<file path="src/rtl/avalon_bus_arbiter.sv">
// Two-master Avalon-MM arbiter: fetch (i_) and data (d_) share one bus, one grant at a time.
// Define AVALON_ARB_ROUND_ROBIN_EN for round-robin tie-break; otherwise data wins every tie.
module avalon_bus_arbiter #(
  parameter int ADDR_W = 32,
  parameter int DATA_W = 32
) (
  input  logic                clk,
  input  logic                reset,
  input  logic [ADDR_W-1:0]   i_address,
  input  logic                i_read,
  input  logic                i_write,
  input  logic [DATA_W-1:0]   i_writedata,
  input  logic [DATA_W/8-1:0] i_byteenable,
  output logic                i_waitrequest,
  output logic [DATA_W-1:0]   i_readdata,
  input  logic [ADDR_W-1:0]   d_address,
  input  logic                d_read,
  input  logic                d_write,
  input  logic [DATA_W-1:0]   d_writedata,
  input  logic [DATA_W/8-1:0] d_byteenable,
  output logic                d_waitrequest,
  output logic [DATA_W-1:0]   d_readdata,
  output logic [ADDR_W-1:0]   address,
  output logic                read,
  output logic                write,
  output logic [DATA_W-1:0]   writedata,
  output logic [DATA_W/8-1:0] byteenable,
  input  logic                waitrequest,
  input  logic [DATA_W-1:0]   readdata,
  output logic [1:0]          grant
);

  typedef enum logic [1:0] {
    IDLE  = 2'b00,
    GNT_I = 2'b01,
    GNT_D = 2'b10
  } state_t;

  state_t state_r;
  logic   last_gnt_r;
  logic   i_req_s;
  logic   d_req_s;
  logic   tie_to_d_s;

  assign i_req_s    = i_read | i_write;
  assign d_req_s    = d_read | d_write;
  assign grant      = state_r;
  assign i_readdata = readdata;
  assign d_readdata = readdata;

  // Tie-break selection for simultaneous requests seen in IDLE.
  always_comb begin
    tie_to_d_s = 1'b1;
`ifdef AVALON_ARB_ROUND_ROBIN_EN
    tie_to_d_s = ~last_gnt_r;
`else
    // last_gnt is still tracked but never steers a fixed-priority tie.
    tie_to_d_s = last_gnt_r | 1'b1;
`endif
  end

  // Bus mux: forward the granted master straight through; idle drives zeros and stalls both.
  always_comb begin
    address       = {ADDR_W{1'b0}};
    read          = 1'b0;
    write         = 1'b0;
    writedata     = {DATA_W{1'b0}};
    byteenable    = {(DATA_W/8){1'b0}};
    i_waitrequest = 1'b1;
    d_waitrequest = 1'b1;
    case (state_r)
      GNT_I: begin
        address       = i_address;
        read          = i_read & ~i_write;
        write         = i_write;
        writedata     = i_writedata;
        byteenable    = i_byteenable;
        i_waitrequest = waitrequest;
      end
      GNT_D: begin
        address       = d_address;
        read          = d_read & ~d_write;
        write         = d_write;
        writedata     = d_writedata;
        byteenable    = d_byteenable;
        d_waitrequest = waitrequest;
      end
      default: begin
        address       = {ADDR_W{1'b0}};
        read          = 1'b0;
        write         = 1'b0;
        writedata     = {DATA_W{1'b0}};
        byteenable    = {(DATA_W/8){1'b0}};
        i_waitrequest = 1'b1;
        d_waitrequest = 1'b1;
      end
    endcase
  end

  // Grant FSM and last-completed-grant tracking.
  always_ff @(posedge clk or negedge reset) begin
    if (!reset) begin
      state_r    <= IDLE;
      last_gnt_r <= 1'b0;
    end else begin
      case (state_r)
        IDLE: begin
          if (i_req_s && d_req_s) begin
            state_r <= tie_to_d_s ? GNT_D : GNT_I;
          end else if (i_req_s) begin
            state_r <= GNT_I;
          end else if (d_req_s) begin
            state_r <= GNT_D;
          end else begin
            state_r <= IDLE;
          end
        end
        GNT_I: begin
          if (!i_req_s) begin
            state_r <= IDLE;
          end else if (!waitrequest) begin
            // The completing master's strobe is never reused to regrant.
            last_gnt_r <= 1'b0;
            state_r    <= d_req_s ? GNT_D : IDLE;
          end else begin
            state_r <= GNT_I;
          end
        end
        GNT_D: begin
          if (!d_req_s) begin
            state_r <= IDLE;
          end else if (!waitrequest) begin
            last_gnt_r <= 1'b1;
            state_r    <= i_req_s ? GNT_I : IDLE;
          end else begin
            state_r <= GNT_D;
          end
        end
        default: begin
          state_r <= IDLE;
        end
      endcase
    end
  end

endmodule

</file>
<file path="config.mk">
export PLATFORM = sky130hd
export DESIGN_NAME = avalon_bus_arbiter
export DESIGN_NICKNAME = d
export VERILOG_FILES = /design/src/rtl/avalon_bus_arbiter.sv
export SDC_FILE = /design/constraint.sdc
export NUM_CORES = 1
export LEC_CHECK = 0
export ABC_AREA = 1
export CAP_MARGIN = 10
export CORE_AREA = 2 2 123 125
export DETAILED_ROUTE_END_ITERATION = 8
export DIE_AREA = 0 0 125 127
export SYNTH_ARGS = -nofsm -noshare
export SYNTH_HDL_FRONTEND = slang
export SYNTH_SLANG_ARGS = --single-unit
</file>
<file path="constraint.sdc">
create_clock -name clk -period 1.7 [get_ports clk]
set_input_delay 0.17 -clock clk [delete_from_list [all_inputs] [get_ports clk]]
set_output_delay 0.17 -clock clk [all_outputs]
set_load 0.05 [all_outputs]
</file>
Yosys cells after proc, flatten, opt, wreduce, memory -nomap -nowiden:

Index checks and enable logic that the tools add are counted.
W data, S select, Z words.

* bits in registers: 2
* input bits: 175
* output and inout bits: 138
* logic and storage cells: 27

* eq/ne operators: 2
* multiplexer cells: 16
* bitwise gates (word level): 6
* reductions and logical operators: 2

Operators with widths (count)
* $pmux W32 S2: 2
* $mux W2: 7
* $pmux W4 S2: 1
* $pmux W2 S3: 1
* $pmux W1 S2: 2
* $mux W1: 3
* $and A1 B1 Y1: 2
* $eq A2 B1 Y1 const B: 1
* $eq A2 B2 Y1 const B: 1
* $logic_not A2 Y1: 1
* $not A1 Y1: 2
* $or A1 B1 Y1: 2
* $logic_and A1 B1 Y1: 1

Depth between registers and ports, before layout:

Gate-level depths: netlist of run 1.

* word-level depth: 5
* mapped depth: 7

Worst setup path after synthesis of run 1:

No wires, ideal clock.

* kind: flip-flop to output port
* from: register state_r[0] (netlist: grant[0])
* to: output address[0]
* arrival time: 2.087 ns
* data required time: 1.530 ns
* slack: -0.557 ns
* cell stages (with the launch flop): 6
* cells stage by stage: dfrtp_1 inv_1 ha_1 inv_2 clkbuf_1 a21oi_1

* cells in the longest elaborated chain, start to end: 2

Ends and longest elaborated chain
* from (decl): line 39 `state_t state_r;`
* from (signal assigned): line 109 `state_r <= tie_to_d_s ? GNT_D : GNT_I;`
* from (signal assigned): line 124 `state_r <= d_req_s ? GNT_D : IDLE;`
* from (signal assigned): line 134 `state_r <= i_req_s ? GNT_I : IDLE;`
* $eq A2 B2 Y1 / $eq A2 B1 Y1 (equally long branches): line 71 `case (state_r)`
* $pmux W32 S2 (*): line 71
* to (decl): line 23 `output logic [ADDR_W-1:0] address,`

Every way passes the cells marked *; elsewhere a longest branch is shown, timed or not.

Worst setup path in the final report of run 1:

* from: register state_r[0] (netlist: grant[0])
* to: output address[21]

Same word-level chain as after synthesis.

==> run summary, run 1 <==
Maximum VDD drop -> 0.914 mV
Hold Crit Class -> in -> async
Most common library cell in the layout ignoring fill and taps -> clkdlybuf4s50_1
Worst path max stage delay -> 0.42 ns
Fin area -> 5610 um^2
WP data arrival -> 1.63 ns
CP max FO -> 9
Hold_ws -> 0.130 ns
Hold Vio Cnt, Final -> 0
Antenna diodes -> 0
Die W -> 125 um
CTS root buf -> clkbuf_16
Fmax -> 557 MHz
Final Util -> 0.389
Max Cap Viol -> 0
Yosys synthesis warning count -> 0
Reg-to-Reg Start -> grant[1]$_DFF_PN0_
CP Cell Sequence -> inv_4 > ha_4 > buf_12 > clkbuf_16 > nand2_1 > a21oi_2 > buf_12
Antenna violation net count after detailed routing -> 0
Die Ht -> 127 um
First-pass GRT wire length -> 15300 um
Fill cell count -> 1417
Tcrit/Tclk final -> 1.06
Area Overhead vs Synth -> 205%
Post-Syn Instances -> 325
TritonCTS Buffers -> 3
Drt via density -> 4.11
I/O pins -> 313
Largest net degree at the start of global routing -> 36
Final setup vio count -> 70
DRC -> 0
Effective utilization at floorplan -> 0.128
Share of layout cells above drive strength 1 -> 0.459
Cell mode on critical path -> buf_12
Sequential fraction of the synthesis area -> 0.0272
#FFs+latches synth -> 2
PortBufs -> 216
CTS tree -> done
Drt total wl -> 11400 um
CP max-delay cell -> dfrtp_2
Nets -> 669
Vias -> 2761
Slew @ Worst Pin -> 0.219 ns
Clock period minus final worst setup slack -> 1.80 ns
Mean Syn Cell Area -> 5.66 um^2
Cell type with the highest aggregate area in the netlist -> nand2_1
Overall Global Routing Usage -> 0.121
Max Root-Sink Buffers -> 2
CTS clock-pin slew for the worst setup and hold paths -> 0.03 ns
Dpl cells -> 649
Synth area leaders -> nand2_1 (30%), buf_4 (26%), a21oi_1 (14%), a21oi_2 (9.0%), buf_6 (8.6%)
Unrepaired setup endpoints after global routing -> yes
Synthesized Nets -> 504
RD Place Congestion -> 0.826
Clock sink count -> 2
Max FFs per register -> 2
Worst-Skew Late Latency -> 0.22 ns
Outcome -> finished with violations
Post-Place Setup Slack -> 0.103 ns
Startpoint types -> flip-flop
Worst setup margin -> -0.0957 ns
Post-route insts no fill -> 672
Initial antenna violation count -> 0
Area post-placement -> 4740 um^2
Hpwl dp -> 7420 um
Core Region -> 14400 um^2
Netlist cell types -> 17
Share of Yosys cell area claimed by the top area cell type -> 0.296
Critical Path RT -> 1.53 ns
Avg WL per Cell -> 17.0 um
Die Area -> 15900 um^2
Core Rows -> 44
Mapped Area -> 1840 um^2
Overflow after GRT -> 0
1st-pass router iterations -> 3
Most frequent cells in the layout -> clkdlybuf4s50_1 (142), nand2_1 (107), buf_12 (83)
Worst rel slew slack -> 0.854
PD cells -> 2100 nW/um^2
Slew Limit Fails -> 0
DRC marker count from the first detailed-route iteration -> 74
Failing checks -> negative setup slack
CP endpoint kind -> output port
Critical Path Source -> grant[0]$_DFF_PN0_
Max H-tree Level -> 1
Vias in the first global route -> 2853
Clock Skews -> 0.000474 ns
Lkg Pwr -> 0.00194 uW
Setup Crit Path Kind -> reg -> out
Yosys cell counts:
master      n
dfrtp_1     2
ha_1        4
o21ai_0     1
nor2_1      4
a21oi_2    19
buf_8       1
buf_2       5
inv_1       6
buf_4      64
buf_6      14
nand3b_1    1
clkbuf_8    1
clkbuf_1    2
a21oi_1    53
inv_2       1
nand3_1     2
nand2_1   145
worst paths after layout:
check | end | slack [ns] | depth (start not counted)
setup / recovery | address[21] | -0.1 | 7
hold / removal | grant[1]$_DFF_PN0_ | 0.13 | 1
setup reg to reg | grant[0]$_DFF_PN0_ | 0.28 | 8
hold reg to reg | grant[0]$_DFF_PN0_ | 0.80 | 5
max in group asynchronous | grant[0]$_DFF_PN0_ | 1.42 | 1
min in group clk | d_readdata[0] | 0.34 | 0
kinds of logic (layout without fill, tap and decap cells):
family                     Yosys count  after routing  synth area share
and+or+nand+nor                    152            152             0.314
buffers and inverters               94            257             0.395
AOI/OAI and AO/OA                   73             73             0.237
DFF                                  2              2            0.0272
adders and majority gates            4              4            0.0272
per-layer routing:
| layer | global-route usage | routed length, um | vias to the layer above |
|---|---|---|---|
| li1 | - | - | 1296 |
| met1 | 0.133 | 4170 | 1261 |
| met2 | 0.218 | 5930 | 172 |
| met3 | 0.0423 | 1030 | 32 |
| met4 | 0.0418 | 311 | 0 |
| met5 | 0 | 0 | - |
critical path: cells and delay by family (launching register included):
kind | cells | cell delay [ns]
buf+inv | 4 | 0.55
compound gates | 1 | 0.19
flops | 1 | 0.42
simple gates | 1 | 0.06
fa+ha+maj | 1 | 0.17
where the power goes:
part,internal (uW),switching [uW],leakage (uW)
Sequential,73.4,19.6,0.0000228
Clock,299,51.2,0.0000370
Combinational,5190,6180,0.00188
metrics by stage:
stage	total power, uW	TNS [ns]
after global routing	12300	-6.60
final	11800	-3.28
after detailed placement	9040	0
after floorplan	5530	-5.23
after CTS	10800	-4.09
after global placement	8930	0
layout make-up:
cell class	instances	area, um^2	share of cell area
clock buffer	3	75.1	0.0134
inverter	7	36.3	0.00646
multi-input combinational	229	1770	0.315
sequential	2	52.6	0.00936
tap	184	230	0.0410
timing repair buffer	247	3450	0.615
timing repair:
item,CTS,global route
gates resized for setup,30,65
cloned,5,8
setup endpoints to repair,70,72
buffers inserted,6,3
hold buffers,0,0
pin swaps,28,13
No activity file was read; power rests on OpenSTA's default activity.
==> inputs of run 2 (changes only) <==
SKIP_CTS_REPAIR_TIMING = 1   (was default)
==> run 2 against run 1 <==
The flow still finishes with violations (negative setup slack). Cell count grew 1.2%. Via count grew 0.83%. Clock-buffer cell count is the same. Hold slack lost 0.0033 ns. Global-route usage shrank 1.6 points. First-iteration DRC count grew 22%. Total power shrank 3.6%. Clock power is essentially flat. Sequential share of layout area is essentially flat. Combinational power shrank 4%.
==> run summary, run 2 (same netlist as run 1, synthesis figures left out) <==
Die Ht -> 127 um (unchanged)
First-pass GRT wire length -> 13700 um (-11%)
Lkg Pwr -> 0.00193 uW (-0.58%)
Share of layout cells above drive strength 1 -> 0.433 (-0.0255)
Setup Crit Path Kind -> reg -> out
CTS root buf -> clkbuf_16
DRC marker count from the first detailed-route iteration -> 90 (+22%)
Hpwl dp -> 7420 um (unchanged)
Post-route insts no fill -> 680 (+1.2%)
Clock sink count -> 2 (unchanged)
Critical Path RT -> 1.53 ns (about the same)
Overall Global Routing Usage -> 0.105 (-0.0164)
Max FFs per register -> 2 (unchanged)
Max H-tree Level -> 1 (unchanged)
Initial antenna violation count -> 0 (unchanged)
Clock Skews -> 0.000616 ns (+0.000143 ns)
Startpoint types -> flip-flop
TritonCTS Buffers -> 3 (unchanged)
Hold Crit Class -> in -> async
CP Cell Sequence -> inv_4 > ha_4 > buf_12 > clkbuf_16 > nand2_1 > a21oi_4 > buf_12
Slew Limit Fails -> 0 (unchanged)
Failing checks -> negative setup slack
Worst setup margin -> -0.0861 ns (+0.00956 ns)
Core Region -> 14400 um^2 (unchanged)
Hold Vio Cnt, Final -> 0 (unchanged)
Die Area -> 15900 um^2 (unchanged)
Tcrit/Tclk final -> 1.05 (-0.00563)
CP max-delay cell -> dfrtp_2
Antenna violation net count after detailed routing -> 0 (unchanged)
CTS tree -> done
CP endpoint kind -> output port
Clock period minus final worst setup slack -> 1.79 ns (-0.00956 ns)
Drt via density -> 4.09 (-0.35%)
Nets -> 677 (+1.2%)
RD Place Congestion -> 0.826 (unchanged)
Largest net degree at the start of global routing -> 38 (+5.6%)
Maximum VDD drop -> 0.825 mV (-9.7%)
1st-pass router iterations -> 5 (+2)
PD cells -> 2070 nW/um^2 (-1.7%)
Slew @ Worst Pin -> 0.200 ns (-0.0184 ns)
Max Cap Viol -> 0 (unchanged)
Final setup vio count -> 70 (unchanged)
Core Rows -> 44 (unchanged)
Dpl cells -> 649 (unchanged)
Most common library cell in the layout ignoring fill and taps -> clkdlybuf4s50_1
DRC -> 0 (unchanged)
Outcome -> finished with violations
Worst-Skew Late Latency -> 0.22 ns (about the same)
I/O pins -> 313 (unchanged)
CTS clock-pin slew for the worst setup and hold paths -> 0.03 ns (about the same)
CP max FO -> 6 (-3)
Area Overhead vs Synth -> 199%
Effective utilization at floorplan -> 0.128 (unchanged)
Fmax -> 560 MHz (+0.54%)
PortBufs -> 216 (unchanged)
Overflow after GRT -> 0 (unchanged)
Vias in the first global route -> 2691 (-5.7%)
Hold_ws -> 0.127 ns (-0.00327 ns)
Final Util -> 0.382 (-0.00746)
Unrepaired setup endpoints after global routing -> yes
Cell mode on critical path -> buf_12
Drt total wl -> 12000 um (+4.5%)
WP data arrival -> 1.62 ns (about the same)
Worst rel slew slack -> 0.867 (+0.0122)
Antenna diodes -> 0 (unchanged)
Vias -> 2784 (+0.83%)
Worst path max stage delay -> 0.42 ns (about the same)
Die W -> 125 um (unchanged)
Avg WL per Cell -> 17.6 um (+3.3%)
Most frequent cells in the layout -> clkdlybuf4s50_1 (142), nand2_1 (124), buf_12 (78)
Max Root-Sink Buffers -> 2 (unchanged)
[run 2: cell count changes in the layout (fill, tap and decap cells not counted), moves of 8 or more]
cell,previous run,this run
nand2_2,30,21
a21oi_4,45,27
nand2_1,107,124
nand2_4,8,0
a21oi_2,25,43
clkbuf_16,8,16
[run 2: worst paths after layout]
check,start,end,slack (ns),cells after the start
setup / recovery,grant[0]$_DFF_PN0_,address[17],-0.09,7
hold / removal,reset,grant[1]$_DFF_PN0_,0.13,1
setup reg to reg,grant[1]$_DFF_PN0_,grant[0]$_DFF_PN0_,0.29,8
hold reg to reg,grant[1]$_DFF_PN0_,grant[1]$_DFF_PN0_,0.81,4
max in group asynchronous,reset,grant[0]$_DFF_PN0_,1.43,1
min in group clk,readdata[0],d_readdata[0],0.34,0
[run 2: final cells by class]
class	count	area (um^2)
sequential	2	52.6
inverter	7	38.8
clock buffer	3	75.1
tap	184	230
timing repair buffer	255	3560
fill	1435	8920
multi-input combinational	229	1550
[run 2: metrics by stage]
| step | cell area (um^2) | setup TNS (ns) | power (uW) | worst slack, ns |
|---|---|---|---|---|
| 2_1_floorplan | 2190 | -5.23 | 5530 | -0.0943 |
| 3_3_place_gp | 4740 | 0 | 8930 | 0.133 |
| 3_5_place_dp | 4740 | 0 | 9040 | 0.103 |
| 4_1_cts | 4820 | -6.63 | 9420 | -0.138 |
| 5_1_grt | 5510 | -7.33 | 11800 | -0.127 |
| 6_report | 5510 | -3.68 | 11400 | -0.0861 |
[run 2: per-layer routing]
layer | wire, um | vias to the layer above | GRT usage
li1 | - | 1311 | -
met1 | 4420 | 1258 | 0.109
met2 | 6080 | 185 | 0.189
met3 | 1080 | 30 | 0.0410
met4 | 382 | 0 | 0.0425
met5 | 0 | - | 0
[run 2: worst max-delay path: cells and delay by family, from the launching register on]
family,cells,cell delay [ns]
AO/OA/AOI/OAI,1,0.18
buffers and inverters,4,0.54
adder cells (fa/ha/maj),1,0.16
flip-flops,1,0.42
AND/OR/NAND/NOR,1,0.10
[run 2: power breakdown]
group | internal [uW] | switching, uW | total [uW]
Sequential | 73.7 | 27.2 | 101
Combinational | 5020 | 5920 | 10900
Clock | 299 | 50.1 | 349
==> inputs of run 3 (changes only) <==
SETUP_SLACK_MARGIN = 0.15   (was default)
==> run 3 against run 2 <==
The run still ends with negative setup slack left. Cell area shrank 5.3%. Flip-flop and latch count unchanged. Critical path type unchanged. Cell count shrank 1.5%. Global-route usage shrank 0.62 points. Die area unchanged. Highest routed layer unchanged. Hold slack worse by 0.0033 ns. Via count shrank 4.2%. First-iteration DRC count fell by 52%.
==> run summary, run 3 (same netlist as run 1, synthesis figures left out) <==
Outcome -> finished with violations
Failing checks -> negative setup slack
Initial antenna violation count -> 0 (unchanged)
CP endpoint kind -> output port
Die Ht -> 127 um (unchanged)
First-pass GRT wire length -> 13200 um (-3.1%)
PortBufs -> 216 (unchanged)
Drt via density -> 3.98 (-2.8%)
Antenna violation net count after detailed routing -> 0 (unchanged)
Unrepaired setup endpoints after global routing -> yes
Area post-placement -> 4660 um^2 (-1.7%)
CP max FO -> 7 (+1)
PD cells -> 2050 nW/um^2 (-1.1%)
DRC -> 0 (unchanged)
Post-Place Setup Slack -> 0.0735 ns (-0.0294 ns)
Clock sink count -> 2 (unchanged)
Area Overhead vs Synth -> 183%
Maximum VDD drop -> 1.09 mV (+33%)
Drt total wl -> 9550 um (-20%)
Critical Path RT -> 1.53 ns (about the same)
Effective utilization at floorplan -> 0.128 (unchanged)
Nets -> 667 (-1.5%)
Share of layout cells above drive strength 1 -> 0.383 (-0.0508)
Most frequent cells in the layout -> nand2_1 (143), clkdlybuf4s50_1 (142), a21oi_4 (70)
Lkg Pwr -> 0.00177 uW (-8.4%)
Antenna diodes -> 0 (unchanged)
Die Area -> 15900 um^2 (unchanged)
FF-to-FF setup slack -> 0.38 ns (+0.09 ns)
Overall Global Routing Usage -> 0.0985 (-0.00622)
Worst rel slew slack -> 0.867 (about the same)
Tcrit/Tclk final -> 1.07 (+0.0182)
DRC marker count from the first detailed-route iteration -> 43 (-52%)
RD Place Congestion -> 0.771 (-6.6%)
Slew @ Worst Pin -> 0.199 ns (-0.00148 ns)
Worst setup margin -> -0.117 ns (-0.0309 ns)
Worst-Skew Late Latency -> 0.22 ns (about the same)
Critical Path Source -> grant[1]$_DFF_PN0_
I/O pins -> 313 (unchanged)
Startpoint types -> flip-flop
Fmax -> 550 MHz (-1.7%)
Vias in the first global route -> 2774 (+3.1%)
Most common library cell in the layout ignoring fill and taps -> nand2_1
Max Root-Sink Buffers -> 2 (unchanged)
Fin area -> 5210 um^2 (-5.3%)
Clock Skews -> 0.00231 ns (+0.00169 ns)
Hpwl dp -> 7120 um (-4.0%)
CTS root buf -> clkbuf_16
CTS clock-pin slew for the worst setup and hold paths -> 0.03 ns (about the same)
Max Cap Viol -> 0 (unchanged)
Largest net degree at the start of global routing -> 42 (+11%)
Avg WL per Cell -> 14.2 um (-19%)
Hold_ws -> 0.123 ns (-0.00333 ns)
Die W -> 125 um (unchanged)
Clock period minus final worst setup slack -> 1.82 ns (+0.0309 ns)
TritonCTS Buffers -> 3 (unchanged)
WP data arrival -> 1.65 ns (+0.03 ns)
Core Rows -> 44 (unchanged)
Final setup vio count -> 70 (unchanged)
Slew Limit Fails -> 0 (unchanged)
CTS tree -> done
Vias -> 2666 (-4.2%)
Hold Crit Class -> in -> async
Max H-tree Level -> 1 (unchanged)
1st-pass router iterations -> 4 (-1)
Setup Crit Path Kind -> reg -> out
Core Region -> 14400 um^2 (unchanged)
Reg-to-Reg Start -> grant[0]$_DFF_PN0_
Max FFs per register -> 2 (unchanged)
Overflow after GRT -> 0 (unchanged)
Hold Vio Cnt, Final -> 0 (unchanged)
## run 3: changes by cell type in the layout (fill, tap and decap cells not counted)
cell	previous run	this run
a21oi_2	43	0
a21oi_4	27	70
buf_12	78	38
buf_6	12	44
nand2_2	21	0
nand2_1	124	143
clkbuf_16	16	9
buf_4	6	9
buf_8	3	6
nand2_4	0	2
buf_16	1	0
clkinv_4	0	1
inv_8	1	0
## run 3: routing by layer
| metal | track usage | vias up | routed length [um] |
|---|---|---|---|
| met4 | 0.0196 | 0 | 119 |
| li1 | - | 1282 | - |
| met3 | 0.0381 | 23 | 944 |
| met5 | 0 | - | 0 |
| met2 | 0.194 | 145 | 5230 |
| met1 | 0.0982 | 1216 | 3250 |
## run 3: worst paths after layout
path                                      end  cells after the start
max in group asynchronous  grant[1]$_DFF_PN0_                      1
min in group clk               d_readdata[29]                      0
setup reg to reg           grant[0]$_DFF_PN0_                      7
setup / recovery                writedata[10]                      7
hold reg to reg            grant[0]$_DFF_PN0_                      4
hold / removal             grant[0]$_DFF_PN0_                      1
## run 3: per-stage QoR
step	instances	utilization	power [uW]	setup TNS, ns
detailed placement	652	0.323	8880	0
global route	670	0.361	11100	-9.99
floorplan	325	-	6660	0
CTS	655	0.328	9260	-9.85
global placement	652	0.323	8790	0
finish	670	0.361	10700	-6.27
## run 3: final cells by class
class | instances | area [um^2]
multi-input cells | 229 | 1830
repair buffers | 245 | 2990
inverters | 7 | 36.3
flip-flops and latches | 2 | 52.6
well taps | 184 | 230
clock buffers | 3 | 75.1
fillers | 1463 | 9210
## run 3: critical path, stage by stage (launching register included)
cell	delay (ns)
dfrtp_2	0.42
inv_4	0.06
ha_4	0.27
clkinv_4	0.06
buf_8	0.14
clkbuf_16	0.18
a21oi_4	0.14
buf_12	0.15
## run 3: report_power, final
group | leakage (uW) | internal (uW) | switching, uW
registers | 0.0000228 | 73.7 | 39.8
logic | 0.00171 | 4310 | 5880
clock network | 0.0000370 | 299 | 54.7
